===== src/rtl/dvp_capture.sv =====
// DVP camera capture: qualifies sensor beats, assembles BPP-beat pixels with
// x/y coordinates, skips start-up frames and flags bad line/frame geometry.
module dvp_capture #(
  parameter int DW          = 8,
  parameter int BPP         = 2,
  parameter int SKIP_FRAMES = 10,
  parameter int H_ACT       = 640,
  parameter int V_ACT       = 480
) (
  input  logic              ov5640_pclk,
  input  logic              sys_rst_n,
  input  logic              cap_en,
  input  logic              ov5640_vsync,
  input  logic              ov5640_href,
  input  logic [DW-1:0]     ov5640_data,
  output logic              pix_valid,
  output logic [DW*BPP-1:0] pix_data,
  output logic              pix_sof,
  output logic              pix_sol,
  output logic [11:0]       pix_x,
  output logic [11:0]       pix_y,
  output logic              line_err,
  output logic              frame_done,
  output logic              frame_err
);

  localparam int          PW        = DW * BPP;
  localparam logic [1:0]  LAST_BEAT = 2'(BPP - 1);
  localparam logic [7:0]  SKIP_MAX  = 8'(SKIP_FRAMES);
  localparam logic [12:0] H_ACT_W   = 13'(H_ACT);
  localparam logic [12:0] V_ACT_W   = 13'(V_ACT);
  // Counters run one past the 12-bit range so a 4096+ pixel line never
  // aliases onto H_ACT=4095.
  localparam logic [12:0] CNT_SAT   = 13'h1000;

  function automatic logic [11:0] sat12(input logic [12:0] v);
    return v[12] ? 12'hFFF : v[11:0];
  endfunction

  logic          vsync_q, vsync_d;
  logic          href_q, href_d;
  logic [7:0]    skip_q, skip_d;
  logic          active_q, active_d;
  logic [1:0]    beat_q, beat_d;
  logic [DW-1:0] beat_buf_q [BPP];
  logic [DW-1:0] beat_buf_d [BPP];
  logic [12:0]   pix_cnt_q, pix_cnt_d;
  logic [12:0]   line_cnt_q, line_cnt_d;

  logic          pix_valid_q, pix_valid_d;
  logic [PW-1:0] pix_data_q, pix_data_d;
  logic          pix_sof_q, pix_sof_d;
  logic          pix_sol_q, pix_sol_d;
  logic [11:0]   pix_x_q, pix_x_d;
  logic [11:0]   pix_y_q, pix_y_d;
  logic          line_err_q, line_err_d;
  logic          frame_done_q, frame_done_d;
  logic          frame_err_q, frame_err_d;

  logic          frame_start;
  logic          beat_ok;
  logic          last_beat;
  logic          line_end;
  logic [PW-1:0] pixel_asm;

  always_comb begin
    frame_start = ov5640_vsync && !vsync_q;
    beat_ok     = ov5640_href && !ov5640_vsync && active_q;
    last_beat   = beat_ok && (beat_q == LAST_BEAT);
    line_end    = href_q && !ov5640_href && active_q;
  end

  // Earlier beats are buffered; the closing beat is taken straight off the bus.
  always_comb begin
    pixel_asm = '0;
    for (int i = 0; i < BPP; i++) begin
      if (i == BPP - 1) begin
        pixel_asm[(BPP-1-i)*DW +: DW] = ov5640_data;
      end else begin
        pixel_asm[(BPP-1-i)*DW +: DW] = beat_buf_q[i];
      end
    end
  end

  always_comb begin
    vsync_d      = ov5640_vsync;
    href_d       = ov5640_href;
    skip_d       = skip_q;
    active_d     = active_q;
    beat_d       = beat_q;
    beat_buf_d   = beat_buf_q;
    pix_cnt_d    = pix_cnt_q;
    line_cnt_d   = line_cnt_q;
    pix_valid_d  = 1'b0;
    pix_sof_d    = 1'b0;
    pix_sol_d    = 1'b0;
    pix_data_d   = pix_data_q;
    pix_x_d      = pix_x_q;
    pix_y_d      = pix_y_q;
    line_err_d   = 1'b0;
    frame_done_d = 1'b0;
    frame_err_d  = 1'b0;

    if (!ov5640_href) begin
      beat_d = 2'd0;
    end else if (beat_ok) begin
      for (int i = 0; i < BPP; i++) begin
        if (beat_q == 2'(i)) begin
          beat_buf_d[i] = ov5640_data;
        end
      end
      beat_d = (beat_q == LAST_BEAT) ? 2'd0 : beat_q + 2'd1;
    end

    if (last_beat) begin
      pix_valid_d = 1'b1;
      pix_data_d  = pixel_asm;
      pix_x_d     = sat12(pix_cnt_q);
      pix_y_d     = sat12(line_cnt_q);
      pix_sol_d   = (pix_cnt_q == 13'd0);
      pix_sof_d   = (pix_cnt_q == 13'd0) && (line_cnt_q == 13'd0);
      if (pix_cnt_q != CNT_SAT) begin
        pix_cnt_d = pix_cnt_q + 13'd1;
      end
    end

    // A leftover beat count at href fall means a partial pixel was dropped.
    if (line_end) begin
      line_err_d = (pix_cnt_q != H_ACT_W) || (beat_q != 2'd0);
      pix_cnt_d  = 13'd0;
      if ((pix_cnt_q != 13'd0) && (line_cnt_q != CNT_SAT)) begin
        line_cnt_d = line_cnt_q + 13'd1;
      end
    end

    if (frame_start) begin
      frame_done_d = active_q;
      frame_err_d  = active_q && (line_cnt_q != V_ACT_W);
      active_d     = cap_en && (skip_q == SKIP_MAX);
      if (skip_q != SKIP_MAX) begin
        skip_d = skip_q + 8'd1;
      end
      pix_cnt_d  = 13'd0;
      line_cnt_d = 13'd0;
    end
  end

  always_ff @(posedge ov5640_pclk) begin
    if (!sys_rst_n) begin
      vsync_q      <= 1'b0;
      href_q       <= 1'b0;
      skip_q       <= 8'd0;
      active_q     <= 1'b0;
      beat_q       <= 2'd0;
      for (int i = 0; i < BPP; i++) begin
        beat_buf_q[i] <= '0;
      end
      pix_cnt_q    <= 13'd0;
      line_cnt_q   <= 13'd0;
      pix_valid_q  <= 1'b0;
      pix_data_q   <= '0;
      pix_sof_q    <= 1'b0;
      pix_sol_q    <= 1'b0;
      pix_x_q      <= 12'd0;
      pix_y_q      <= 12'd0;
      line_err_q   <= 1'b0;
      frame_done_q <= 1'b0;
      frame_err_q  <= 1'b0;
    end else begin
      vsync_q      <= vsync_d;
      href_q       <= href_d;
      skip_q       <= skip_d;
      active_q     <= active_d;
      beat_q       <= beat_d;
      beat_buf_q   <= beat_buf_d;
      pix_cnt_q    <= pix_cnt_d;
      line_cnt_q   <= line_cnt_d;
      pix_valid_q  <= pix_valid_d;
      pix_data_q   <= pix_data_d;
      pix_sof_q    <= pix_sof_d;
      pix_sol_q    <= pix_sol_d;
      pix_x_q      <= pix_x_d;
      pix_y_q      <= pix_y_d;
      line_err_q   <= line_err_d;
      frame_done_q <= frame_done_d;
      frame_err_q  <= frame_err_d;
    end
  end

  assign pix_valid  = pix_valid_q;
  assign pix_data   = pix_data_q;
  assign pix_sof    = pix_sof_q;
  assign pix_sol    = pix_sol_q;
  assign pix_x      = pix_x_q;
  assign pix_y      = pix_y_q;
  assign line_err   = line_err_q;
  assign frame_done = frame_done_q;
  assign frame_err  = frame_err_q;

endmodule

===== config.mk =====
export PLATFORM = sky130hd
export DESIGN_NAME = dvp_capture
export DESIGN_NICKNAME = d
export VERILOG_FILES = /design/src/rtl/dvp_capture.sv
export SDC_FILE = /design/constraint.sdc
export NUM_CORES = 1
export LEC_CHECK = 0
export ABC_AREA = 1
export CAP_MARGIN = 0
export CORE_MARGIN = 2
export CORE_UTILIZATION = 30
export CTS_CLUSTER_DIAMETER = 50
export CTS_CLUSTER_SIZE = 24
export DETAILED_ROUTE_END_ITERATION = 10
export PLACE_DENSITY = 0.49
export SLEW_MARGIN = 30
export SYNTH_ARGS = -nofsm -noshare
export SYNTH_HDL_FRONTEND = slang
export SYNTH_SLANG_ARGS = --single-unit

===== constraint.sdc =====
create_clock -name ov5640_pclk -period 2.9 [get_ports ov5640_pclk]
set_input_delay 0.435 -clock ov5640_pclk [delete_from_list [all_inputs] [get_ports ov5640_pclk]]
set_output_delay 0.435 -clock ov5640_pclk [all_outputs]
set_load 0.1 [all_outputs]

# Word level (Yosys, flattened, before mapping)
# Cells that the tools add are included.
# word_totals
mem_bits_ro	0
out_inout_bits	46
wordCells	62
register_bits	93
latchBits	0
mem_bits_rw	0
mem_count	0
in_bits	13
# classes
bitwise	1
magnitude_cmp	0
mux	4
n_eq_ne	7
n_reduce_logical	29
div_mod_pow	0
addsub	4
mul	0
n_shift	0
# op_table
op	n
$add 13x1->13 const B	2
$logic_not 13->1	2
$ne 13x13->1 const B	2
$mux 12	2
$reduce_and 2->1	7
$ne 13x10->1 const B	1
$ne 13x9->1 const B	1
$reduce_bool 13->1	1
$logic_and 1x1->1	10
$add 8x1->8 const B	1
$eq 8x4->1 const B	1
$ne 8x4->1 const B	1
$logic_not 1->1	3
$reduce_and 3->1	1
$reduce_or 3->1	1
$add 2x1->2 const B	1
$eq 2x1->1 const B	1
$logic_not 2->1	1
$mux 2	1
$reduce_bool 2->1	1
$reduce_or 2->1	1
$logic_or 1x1->1	1
$mux 1	1
$not 1->1	1

# Depth between registers and ports, before layout
# depth
word_depth	5
mapped_depth	10
ltp_nobuf	10

# Worst setup path before layout
# No wires, ideal clock.
# synth_path
kind	register -> register
from	register pix_cnt_q[0]
to	register line_cnt_q[5]
stages_incl_launch_ff	11
t_required_ns	2.836
arrival_time_ns	1.355
setup_time_ns	0.064
n_path_buf	1
slack_ns	1.481
path_cell_list	dfxtp_1 -> inv_1 -> ha_1 -> nand2_1 -> nor2_1 -> nand2_1 -> buf_2 -> nand2_1 -> o21ai_0 -> inv_1 -> nor2_1
# synth_between
elab_chain_len	3
# synth_rtl
element	line_no	source
start, declared	47	logic [12:0] pix_cnt_q, pix_cnt_d;
start signal, assigned	176	pix_cnt_q <= pix_cnt_d;
$reduce_bool 13->1	131	if ((pix_cnt_q != 13'd0) && (line_cnt_q != CNT_SAT)) begin
$logic_and 1x1->1	131	
$reduce_and 2->1 (no source line)	--	
end signal, assigned	177	line_cnt_q <= line_cnt_d;
end, declared	48	logic [12:0] line_cnt_q, line_cnt_d;
# No other way between the ends.
# A chain may end at the register's enable or synchronous reset.

# Final worst setup path
# layout_path
from	register pix_cnt_q[0]
to	register line_cnt_q[2]
# Same word-level chain as after synthesis.

==> results.toml <==
[hold_path]
min_path_cells = 1
hold_path.class = "flop to flop"
hp-start = "vsync_q$_SDFF_PN0_"
whs_endpoint = "frame_done$_SDFF_PN0_"

[die]
die_w_um = 121
pin_count = 59
core-area_um2 = 13200
start_util_pct = 30.8
die-area_um2 = 14500
rows = 42
dieHeight_um = 121

[routing]
drc = 0
drtIter0Drc = 232
wl_mm = 10.2
ant_nets = 0
vias = 3753
vias_per_cell = 4.65
drtPass1Iterations = 5
wl_per_cell_um = 12.7

[sta]
drv_slew = 0
timing_hold_violations_final = 0
tightest_slew_ns = 0.746
clock_skew_ns = 0.00842
period_minus_slack_ns = 2.10
max_slew_margin_pct = 50.1
setup_violations = 0
setup_tns_ns = 0
rsz0062_at_grt = "false"
fin_crit_sh_pct = 72.5
max_freq_mhz = 475

[clock_tree]
cts_setup_buffers = 0
post_cts_resized = 0
cts_buffer_depth = 2
cts_buffers = 9
cts-root-buf = "clkbuf_16"
cts_tree = "yes"
cts.sinks = 93
clock_latency_ns = 0.35
clk_pin_slew_ns = 0.07
cts_hold_buffers = 0
htree_levels = 3

[yosys]
synth_top_family_by_area = "simple AND/OR/NAND/NOR gates"
synthesis.area_um2 = 4070
syn-mean-instance-area_um2 = 7.05
synth-compound-area-share_pct = 13.0
ys.flop_type = "dfxtp_1"
yosys.area_share.adder_pct = 1.84
synth-async-reset-ratio_pct = 0
syn-instance-count = 578
synth_edf_count = 0
syn_nets = 597
yosys_register_bits = 93
synth_xor_area_share_pct = 2.37
netlist-cell-type-count = 28
ys.warnings.count = 0
synth_seq_area_share_pct = 45.7
synth_mux_area_share_pct = 0
synthSimpleGateAreaFrac_pct = 29.3

[setup_path]
r2r_cells = 9
critPathRequiredTime_ns = 3.19
end_kind = "flop"
arrival_ns = 2.39
cp_max_fo = 21
cp-start-kind = "flop"
r2r-start = "pix_cnt_q[0]$_SDFFE_PP0P_"
rrSetupSlack_ns = 0.80
reg2reg_to = "line_cnt_q[2]$_SDFFE_PP0P_"
crit_type = "flop to flop"

[layout]
mostFrequentLayoutCells = "nor2_1 (121), nand2_1 (110), dfxtp_1 (93)"
synthToLayoutAreaGrowth_pct = 21.6
fillers = 1408
fin_cells = 807
finish.instance_area_um2 = 4950
layout_commonest_cell = "nor2_1"
nets = 645
drive_gt1_share_pct = 11.3
finish.utilization_pct = 37.4
diodes = 0

[power_and_ir_drop]
ir_drop_v = 0.000209
p_per_area_nw_per_um2 = 495
p_leak_nw = 1.99

[global_route]
grt_pass1_vias = 3448
grt_pass1_wl_mm = 16.8
grt_max_degree = 62
grt_overflow = 0
antenna_found_initial = 0
track_usage_pct = 14.5

[placement]
placedInstanceArea_um2 = 4680
post-place-cells = 791
port-buffer-count = 58
place_congestion = 0.823
dp_hpwl_mm = 7.04

[outcome]
status = "completed"

[run]
cap_violations = 0
-- worst max path at each step --
stage	start	endpoint	slack, ns
4_1_cts	pix_cnt_q[0]$_SDFFE_PP0P_	line_cnt_q[2]$_SDFFE_PP0P_	0.82
5_1_grt	pix_cnt_q[0]$_SDFFE_PP0P_	line_cnt_q[2]$_SDFFE_PP0P_	0.62
6_report	pix_cnt_q[0]$_SDFFE_PP0P_	line_cnt_q[2]$_SDFFE_PP0P_	0.80
3_3_place_gp	ov5640_href	pix_cnt_q[11]$_SDFFE_PP0P_	0.68
2_1_floorplan	pix_cnt_q[0]$_SDFFE_PP0P_	line_cnt_q[5]$_SDFFE_PP0P_	1.48
3_5_place_dp	sys_rst_n	pix_cnt_q[7]$_SDFFE_PP0P_	0.59
-- sequential cells by signal (all words and copies together), names as in the netlist, 2 cells and up --
name,count
pix_data,16
pix_cnt_q,13
beat_buf_q,8
pix_y,12
line_cnt_q,13
pix_x,12
beat_q,2
skip_q,8
-- cell usage after synthesis (2+ instances only) --
cell,number,area (µm²)
nand2_1,110,413
nor2_1,121,454
inv_1,53,199
ha_1,6,75.1
a31oi_1,17,106
nand4_1,12,75.1
buf_2,10,50.1
nand3_1,29,145
o21ai_0,54,270
xor2_1,10,87.6
nor3_1,10,50.1
dfxtp_1,93,1860
a21oi_1,26,130
clkbuf_1,12,45.0
or2_2,2,12.5
-- metrics by stage --
step,hold slack [ns],total power [W],setup slack [ns]
2_1_floorplan,0.408,0.00135,1.48
3_3_place_gp,0.458,0.00138,0.678
3_5_place_dp,0.458,0.00138,0.588
4_1_cts,0.475,0.00250,0.824
5_1_grt,0.499,0.00256,0.616
6_report,0.468,0.00245,0.796
-- worst max-delay path: stages, from the launching register on --
cell	delay [ns]
dfxtp_1	0.42
inv_1	0.11
ha_1	0.21
nand2_1	0.09
nor2_1	0.06
nand2_1	0.55
nand3_1	0.29
nand2_1	0.13
nand2_1	0.08
nor2_1	0.11
-- final cells by class --
cell class / count / area [µm²] / area share, %
repair buffers: 62 / 495 / 10.0
multi-input cells: 405 / 1890 / 38.2
clock buffers: 10 / 229 / 4.62
flip-flops and latches: 93 / 1860 / 37.6
well taps: 176 / 220 / 4.45
clock inverters: 6 / 47.5 / 0.960
inverters: 55 / 206 / 4.17
-- power by group --
group	switching, W	internal, W
registers	0.00000319	0.00128
logic	0.0000406	0.0000248
clock network	0.000516	0.000589
total	0.000560	0.00189
-- cells by family after synthesis --
logic type               count (synthesis)
adder cells (fa/ha/maj)                  6
AND/OR/NAND/NOR                        288
buffers and inverters                   80
XOR/XNOR                                11
flip-flops                              93
AO/OA/AOI/OAI                          100
-- layer usage --
layer	GRT usage, %	routed length [µm]
met3	3.58	531
met4	5.74	161
met2	21.0	4290
met5	0	0
met1	20.4	5240
No activity file was read; power rests on OpenSTA's default activity.
